$ cat config.mk
export PLATFORM = sky130hd
export DESIGN_NAME = pong_rect_fill
export DESIGN_NICKNAME = d
export VERILOG_FILES = /design/src/rtl/pong_rect_fill.sv
export SDC_FILE = /design/constraint.sdc
export NUM_CORES = 1
export LEC_CHECK = 0
export ABC_AREA = 1
export CAP_MARGIN = 40
export CORE_ASPECT_RATIO = 1.75
export CORE_MARGIN = 2
export CORE_UTILIZATION = 47
export CTS_CLUSTER_DIAMETER = 200
export DETAILED_ROUTE_END_ITERATION = 6
export PLACE_DENSITY = 0.77
export SETUP_SLACK_MARGIN = 0.4
export SYNTH_ARGS = -nofsm -noshare
export SYNTH_HDL_FRONTEND = slang
export SYNTH_SLANG_ARGS = --single-unit
$ cat constraint.sdc
create_clock -name clk -period 2.2 [get_ports clk]
set_clock_uncertainty 0.15 [all_clocks]
set_input_delay 0.33 -clock clk [delete_from_list [all_inputs] [get_ports clk]]
set_output_delay 0.33 -clock clk [all_outputs]
set_load 0.01 [all_outputs]
$ cat src/rtl/pong_rect_fill.sv
// pong_rect_fill: raster rectangle fill into a 128x64 RGB555 framebuffer.
// Optional macro FB_CLIP_EN clips rectangles to the framebuffer edges; otherwise coordinates wrap.
module pong_rect_fill (
    input  logic        clk,
    input  logic        rst,
    input  logic        cmd_valid,
    output logic        cmd_ready,
    input  logic [6:0]  cmd_x,
    input  logic [5:0]  cmd_y,
    input  logic [7:0]  cmd_w,
    input  logic [6:0]  cmd_h,
    input  logic [14:0] cmd_color,
    output logic        busy,
    output logic        done,
    output logic [12:0] mem_waddr,
    output logic [14:0] mem_wdata,
    output logic        mem_web
);

    typedef enum logic [1:0] {
        IDLE = 2'd0,
        FILL = 2'd1,
        FIN  = 2'd2
    } state_t;

    state_t state;
    state_t state_next;

    logic [6:0]  x0;
    logic [7:0]  w_r;
    logic [6:0]  h_r;
    logic [7:0]  col;
    logic [6:0]  row;
    logic [6:0]  cur_x;
    logic [5:0]  cur_y;
    logic [14:0] color;

    logic [7:0]  w_eff;
    logic [6:0]  h_eff;
    logic        empty;
    logic        accept;
    logic        row_end;
    logic        last;

`ifdef FB_CLIP_EN
    logic [7:0] w_room;
    logic [6:0] h_room;

    // Clip the requested size to the space left before the framebuffer edge.
    always_comb begin
        w_room = 8'd128 - {1'b0, cmd_x};
        h_room = 7'd64 - {1'b0, cmd_y};
        w_eff  = (cmd_w < w_room) ? cmd_w : w_room;
        h_eff  = (cmd_h < h_room) ? cmd_h : h_room;
    end
`else
    // Without clipping the requested size is used as-is; addresses wrap.
    always_comb begin
        w_eff = cmd_w;
        h_eff = cmd_h;
    end
`endif

    // Command decode and end-of-row / end-of-rectangle detection.
    always_comb begin
        empty   = (w_eff == 8'd0) || (h_eff == 7'd0);
        accept  = cmd_valid && (state == IDLE);
        row_end = (col == w_r - 8'd1);
        last    = row_end && (row == h_r - 7'd1);
    end

    // State register.
    always_ff @(posedge clk) begin
        if (rst) begin
            state <= IDLE;
        end else begin
            state <= state_next;
        end
    end

    // Next-state logic and state-decoded outputs.
    always_comb begin
        state_next = state;
        cmd_ready  = 1'b0;
        busy       = 1'b1;
        done       = 1'b0;
        mem_web    = 1'b1;
        unique case (state)
            IDLE: begin
                cmd_ready = 1'b1;
                busy      = 1'b0;
                if (cmd_valid) begin
                    state_next = empty ? FIN : FILL;
                end
            end
            FILL: begin
                mem_web = 1'b0;
                if (last) begin
                    state_next = FIN;
                end
            end
            FIN: begin
                done       = 1'b1;
                state_next = IDLE;
            end
            default: begin
                state_next = IDLE;
            end
        endcase
    end

    // Command latch and raster walk; the write address/data registers
    // only move when a pixel is about to be written, so they hold otherwise.
    always_ff @(posedge clk) begin
        if (rst) begin
            x0    <= 7'd0;
            w_r   <= 8'd0;
            h_r   <= 7'd0;
            col   <= 8'd0;
            row   <= 7'd0;
            cur_x <= 7'd0;
            cur_y <= 6'd0;
            color <= 15'd0;
        end else if (accept) begin
            x0  <= cmd_x;
            w_r <= w_eff;
            h_r <= h_eff;
            col <= 8'd0;
            row <= 7'd0;
            if (!empty) begin
                cur_x <= cmd_x;
                cur_y <= cmd_y;
                color <= cmd_color;
            end
        end else if (state == FILL && !last) begin
            if (row_end) begin
                col   <= 8'd0;
                cur_x <= x0;
                row   <= row + 7'd1;
                cur_y <= cur_y + 6'd1;
            end else begin
                col   <= col + 8'd1;
                cur_x <= cur_x + 7'd1;
            end
        end
    end

    assign mem_waddr = {cur_y, cur_x};
    assign mem_wdata = color;

endmodule

# Word level (Yosys, flattened, before mapping)

Cells that the tools add are included.
W data, S select, Z words.

$add $sub $neg: 6
Eq/ne operators: 7
Multiplexer cells: 17
Bitwise logic cells: 1
Reductions and logical operators: 16

Operators by type and width:

| operator              | count |
|---|---|
| $mux W7               | 4 |
| $mux W6               | 4 |
| $add A7 B1 Y7 const B | 2 |
| $add A8 B1 Y8 const B | 1 |
| $eq A8 B8 Y1          | 1 |
| $logic_not A8 Y1      | 1 |
| $mux W8               | 1 |
| $reduce_and A2 Y1     | 4 |
| $sub A8 B1 Y8 const B | 1 |
| $eq A7 B7 Y1          | 1 |
| $logic_not A7 Y1      | 1 |
| $sub A7 B1 Y7 const B | 1 |
| $add A6 B1 Y6 const B | 1 |
| $mux W2               | 3 |
| $ne A2 B2 Y1 const B  | 3 |
| $mux W1               | 4 |
| $pmux W2 S2           | 1 |
| $reduce_bool A2 Y1    | 2 |
| $logic_and A1 B1 Y1   | 3 |
| $reduce_and A3 Y1     | 1 |
| $eq A2 B1 Y1 const B  | 1 |
| $eq A2 B2 Y1 const B  | 1 |
| $logic_not A2 Y1      | 1 |
| $reduce_or A2 Y1      | 1 |
| 3 further kinds       | 3 |

Register bits: 67
Input bits: 46
Output and inout bits: 32
Word-level logic and storage cells: 56

# Longest topological paths before layout

Depth in word-level cells: 7
Gate-level depth with buffers: 16
Depth with buffers taken out: 16

# Worst setup path after synthesis

Ideal clock, no wire load.

Path kind: flip-flop to flip-flop
Start: register w_r[0]
End: register col[7]
Setup time: 0.072 ns
Arrival: 1.884 ns
Required time: 1.978 ns
Path slack: 0.093 ns
Cell stages (with the launch flop): 13
Path buffers: 2
Period minus slack after synthesis: 2.107 ns
Cell sequence: dfxtp_1 > inv_2 > ha_1 > or2_2 > nand4_1 > nor2_4 > nand2_4 > buf_12 > nand2_8 > nand2_4 > buf_8 > nand2_1 > a21oi_1

Word-level cells in the longest chain between the ends: 5
Elaborated cells on any way between the ends: 6
Classes of those cells: 1 x add/sub; 1 x eq/ne; 1 x mux; 3 x reduce/logical

RTL lines:

| what                   | line | text |
|---|---|---|
| from (decl)            | 30   | `logic [7:0] w_r;` |
| from (signal assigned) | 126  | `w_r <= w_eff;` |
| $sub A8 B1 Y8 *        | 68   | `row_end = (col == w_r - 8'd1);` |
| $eq A8 B8 Y1 *         | 68   |  |
| $logic_and A1 B1 Y1    | 69   | `last = row_end && (row == h_r - 7'd1);` |
| $logic_not A1 Y1       | 135  | `end else if (state == FILL && !last) begin` |
| $logic_and A1 B1 Y1    | 135  |  |
| to (signal assigned)   | 142  | `col <= col + 8'd1;` |
| to (decl)              | 32   | `logic [7:0] col;` |

Every way passes the cells marked *; elsewhere a longest branch is shown, timed or not.
A chain may end at the register's enable or synchronous reset.

# Worst setup path in the final report

Start: register h_r[0]
End: register row[4]

Word-level cells in the longest chain between the ends: 6

RTL lines:

| what                               | line | text |
|---|---|---|
| from (decl)                        | 31   | `logic [6:0] h_r;` |
| from (signal assigned)             | 118  | `h_r <= 7'd0;` |
| from (signal assigned)             | 127  | `h_r <= h_eff;` |
| $sub A7 B1 Y7                      | 69   |  |
| $eq A7 B7 Y1                       | 69   |  |
| $logic_and A1 B1 Y1                | 69   |  |
| $logic_not A1 Y1                   | 135  |  |
| $logic_and A1 B1 Y1                | 135  |  |
| $reduce_and A2 Y1 (no source line) | --   |  |
| to (signal assigned)               | 139  | `row <= row + 7'd1;` |
| to (decl)                          | 33   | `logic [6:0] row;` |

Every way passes these cells.

==> flow_metrics.py <==
metrics = {
    "placement": {
        "io_buffers": 77,
        "hpwl_um": 7300,
        "placed_cell_area_mm2": 0.00478,
        "gp_congestion": 0.846,
    },
    "power": {
        "leakage_nw": 2.31,
        "pwr-share-seq": 0.367,
        "switching_share": 0.319,
        "p_sw_mw": 1.26,
        "p_per_area_mw_per_mm2": 742,
        "power_frac_comb": 0.301,
        "ir_drop_mv": 0.630,
        "clkPwrFrac": 0.332,
        "power.internal_mw": 2.69,
    },
    "clock_network": {
        "clock-sinks": 67,
        "cts_tree": "built",
        "cts-root-buf": "clkbuf_16",
        "h-tree-depth": 3,
        "cts_made_buffers": 9,
        "clk_path_buf_depth": 2,
        "cts.clk_slew.worst_paths_ps": 50,
        "clock_latency_ps": 340,
        "cts_hold_buffers": 0,
    },
    "timing": {
        "period_needed_ps": 2130,
        "maxSlewHeadroom": 0.787,
        "rsz0062_at_grt": "yes",
        "fin_crit_sh": 0.969,
        "timing.fmax_mhz": 469,
        "final-hold-violation-count": 0,
        "whs_ps": 323,
        "finalMaxSlewViolations": 0,
        "setup_violations": 0,
        "worstMarginPinSlew_ps": 319,
    },
    "die": {
        "std_cell_rows": 43,
        "die_w_um": 72.1,
        "fp.dieH_um": 123,
        "io_pins": 78,
        "core-area_mm2": 0.00791,
        "dieArea_mm2": 0.00887,
        "start_util": 0.482,
    },
    "critical_path": {
        "slowest_delay_ps": 330,
        "crit_path_frequent_cell": "buf_4",
        "crit_arrival_ps": 2200,
        "r2r_cells": 10,
        "critPathMaxFanout": 6,
        "cpMaxStageDelayCell": "dfxtp_2",
        "cp.required_ps": 2270,
        "endpoint_kind": "flop",
        "crit_type": "reg -> reg",
        "r2r_start": "h_r[0]",
        "path_cells": "inv_4 -> ha_4 -> nand3b_1 -> nor2_1 -> xor2_1 -> nand3_4 -> buf_4 -> buf_4 -> nand4_1 -> a21oi_1",
        "worst_setup_path_start_kind": "flop",
        "r2r-end": "row[4]",
        "r2r_setup_slack_ps": 70,
    },
    "synthesis": {
        "synthTopCellsByArea": "dfxtp_1 35%, nand2_1 11%, nor2_1 8.7%, o21ai_0 4.7%, xor2_1 4.1%",
        "yosysWarnings": 0,
        "yosysTopAreaCellShare": 0.352,
        "netlist_instances": 541,
        "synth_cell_types": 40,
        "postSynthAreaPerCell_um2": 7.04,
        "yosys.area.top_type": "dfxtp_1",
        "syn-num-nets": 593,
        "synth_seq_cells": 67,
        "yosysSeqAreaShare": 0.352,
        "netlist_area_mm2": 0.00381,
    },
    "grt": {
        "use_met1": 0.245,
        "grt_util_met3": 0.0693,
        "busiest_layer": "met2",
        "antenna_found_initial": 0,
        "grt_pass1_wl_um": 17000,
        "track_usage": 0.243,
        "grt_pass1_vias": 3811,
        "grt_use_met2": 0.454,
        "gr-total-overflow": 0,
        "grt_max_degree": 35,
    },
    "cells_and_area": {
        "num_antenna_cells": 0,
        "regArea_mm2": 0.00135,
        "fillerInstances": 616,
        "multi_input_area_mm2": 0.00229,
        "final_nets": 692,
        "final_area_mm2": 0.00532,
        "drive_above_1_share": 0.177,
        "area_growth_pct": 39.7,
    },
    "routing": {
        "drc": 0,
        "ant_nets": 0,
        "post_drt_wl_per_cell_um": 14.2,
        "wl_um": 10400,
        "vias": 3900,
        "viasPerCell": 5.32,
        "firstDrtPassIters": 4,
        "drtIter0Drc": 293,
    },
    "run": {
        "maxCapViolations": 0,
    },
    "worst_hold_path": {
        "hold_path_end": "x0[3]",
        "min_path_type": "reg -> reg",
        "min_path_cells": 2,
        "hold_start": "x0[3]",
    },
    "run_status": {
        "status": "finished clean",
    },
}
==> flip-flops by register name, indices dropped and copies added, names as in the netlist <==
signal / cells
col: 8
h_r: 7
cur_x: 7
cur_y: 6
mem_wdata: 15
row: 7
state: 2
x0: 7
w_r: 8
==> how the worst max path moves through the flow <==
stage | to | slack [ps] | cells past startpoint | from
floorplan | col[1] | 200 | 15 | w_r[0]
global placement | cur_x[5] | 20 | 10 | cmd_w[4]
detailed placement | cur_x[3] | -10 | 9 | cmd_w[4]
CTS | cur_y[3] | 170 | 13 | h_r[0]
global route | row[4] | -6 | 12 | h_r[0]
finish | row[4] | 70 | 10 | h_r[0]
==> power by group through the flow <==
| stage | logic, mW | clock network (mW) | registers [mW] |
|---|---|---|---|
| detailed placement | 1.11 | 0 | 1.46 |
| finish | 1.19 | 1.31 | 1.45 |
| global placement | 1.09 | 0 | 1.46 |
| global route | 1.31 | 1.38 | 1.46 |
| floorplan | 0.674 | 0 | 1.47 |
| CTS | 1.16 | 1.33 | 1.44 |
==> logic make-up (layout without fill, tap and decap cells) <==
group           count (synthesis)  count (layout)  synth area share
simple gates                  291             293             0.368
buf+inv                        71             171            0.0821
xor+xnor                       26              26            0.0598
compound gates                 80              80             0.119
fa+ha+maj                       6               6            0.0197
flops                          67              67             0.352
==> critical path, delay by kind of cell, from the launching register on <==
family	cells	cell delay [ps]
and+or+nand+nor	4	620
DFF	1	330
xor gates and xnor gates	1	290
buffers and inverters	3	410
adders and majority gates	1	140
AOI/OAI and AO/OA	1	70
==> metal layers <==
layer / up-vias / share of wire
met5: - / 0
met4: 0 / 0.025
met3: 24 / 0.048
met2: 99 / 0.55
met1: 1812 / 0.38
li1: 1965 / -
==> synth_stat cells (all sizes together) <==
cell type and n:
inv 47, or2 1, a21oi 35, o21ai 39, nand3b 7, nand3 38
xnor2 8, xor2 18, a31o 1, nor3 3, nor4 4, ha 6
buf 12, nand4 18, clkinv 2, nor2 95, o22ai 5, nand2 125
clkbuf 10, dfxtp 67
==> what timing repair did <==
action                     in CTS  in global routing
gates cloned                    2                  1
gates resized for setup        28                 21
setup endpoints to repair      38                 51
pin swaps                      15                  7
setup buffers                   8                  3
==> layout by cell type (no fill, tap or decap), types with 8 or more instances in the layout <==
cell type        count
nor2_1              87
inv_1               38
clkdlybuf4s50_1     67
clkbuf_16           10
nand2_1            110
xnor2_1              8
nand4_1             18
nand3_1             30
nand2_2             11
o21ai_0             31
dfxtp_1             59
xor2_1              18
a21oi_2              9
buf_4               21
a21oi_1             26
==> area by class of cell <==
type	count	area share
Timing Repair Buffer	108	0.206
Inverter	49	0.0388
Clock inverter	3	0.00282
Clock buffer	11	0.0475
Multi-Input combinational cell	405	0.429
Sequential cell	67	0.254
Tap cell	90	0.0212
==> through the flow <==
step                 util  setup WS, ps  std cells  setup TNS (ps)  power (mW)
floorplan               -           196        541               0        2.15
detailed placement  0.605         -10.2        705           -10.2        2.57
global placement    0.605          23.9        705               0        2.55
global route        0.673         -5.61        733           -10.9        4.16
finish              0.673          69.2        733               0        3.95
CTS                 0.661           173        729               0        3.93
Note: power is estimated with default switching activity, not from simulation.
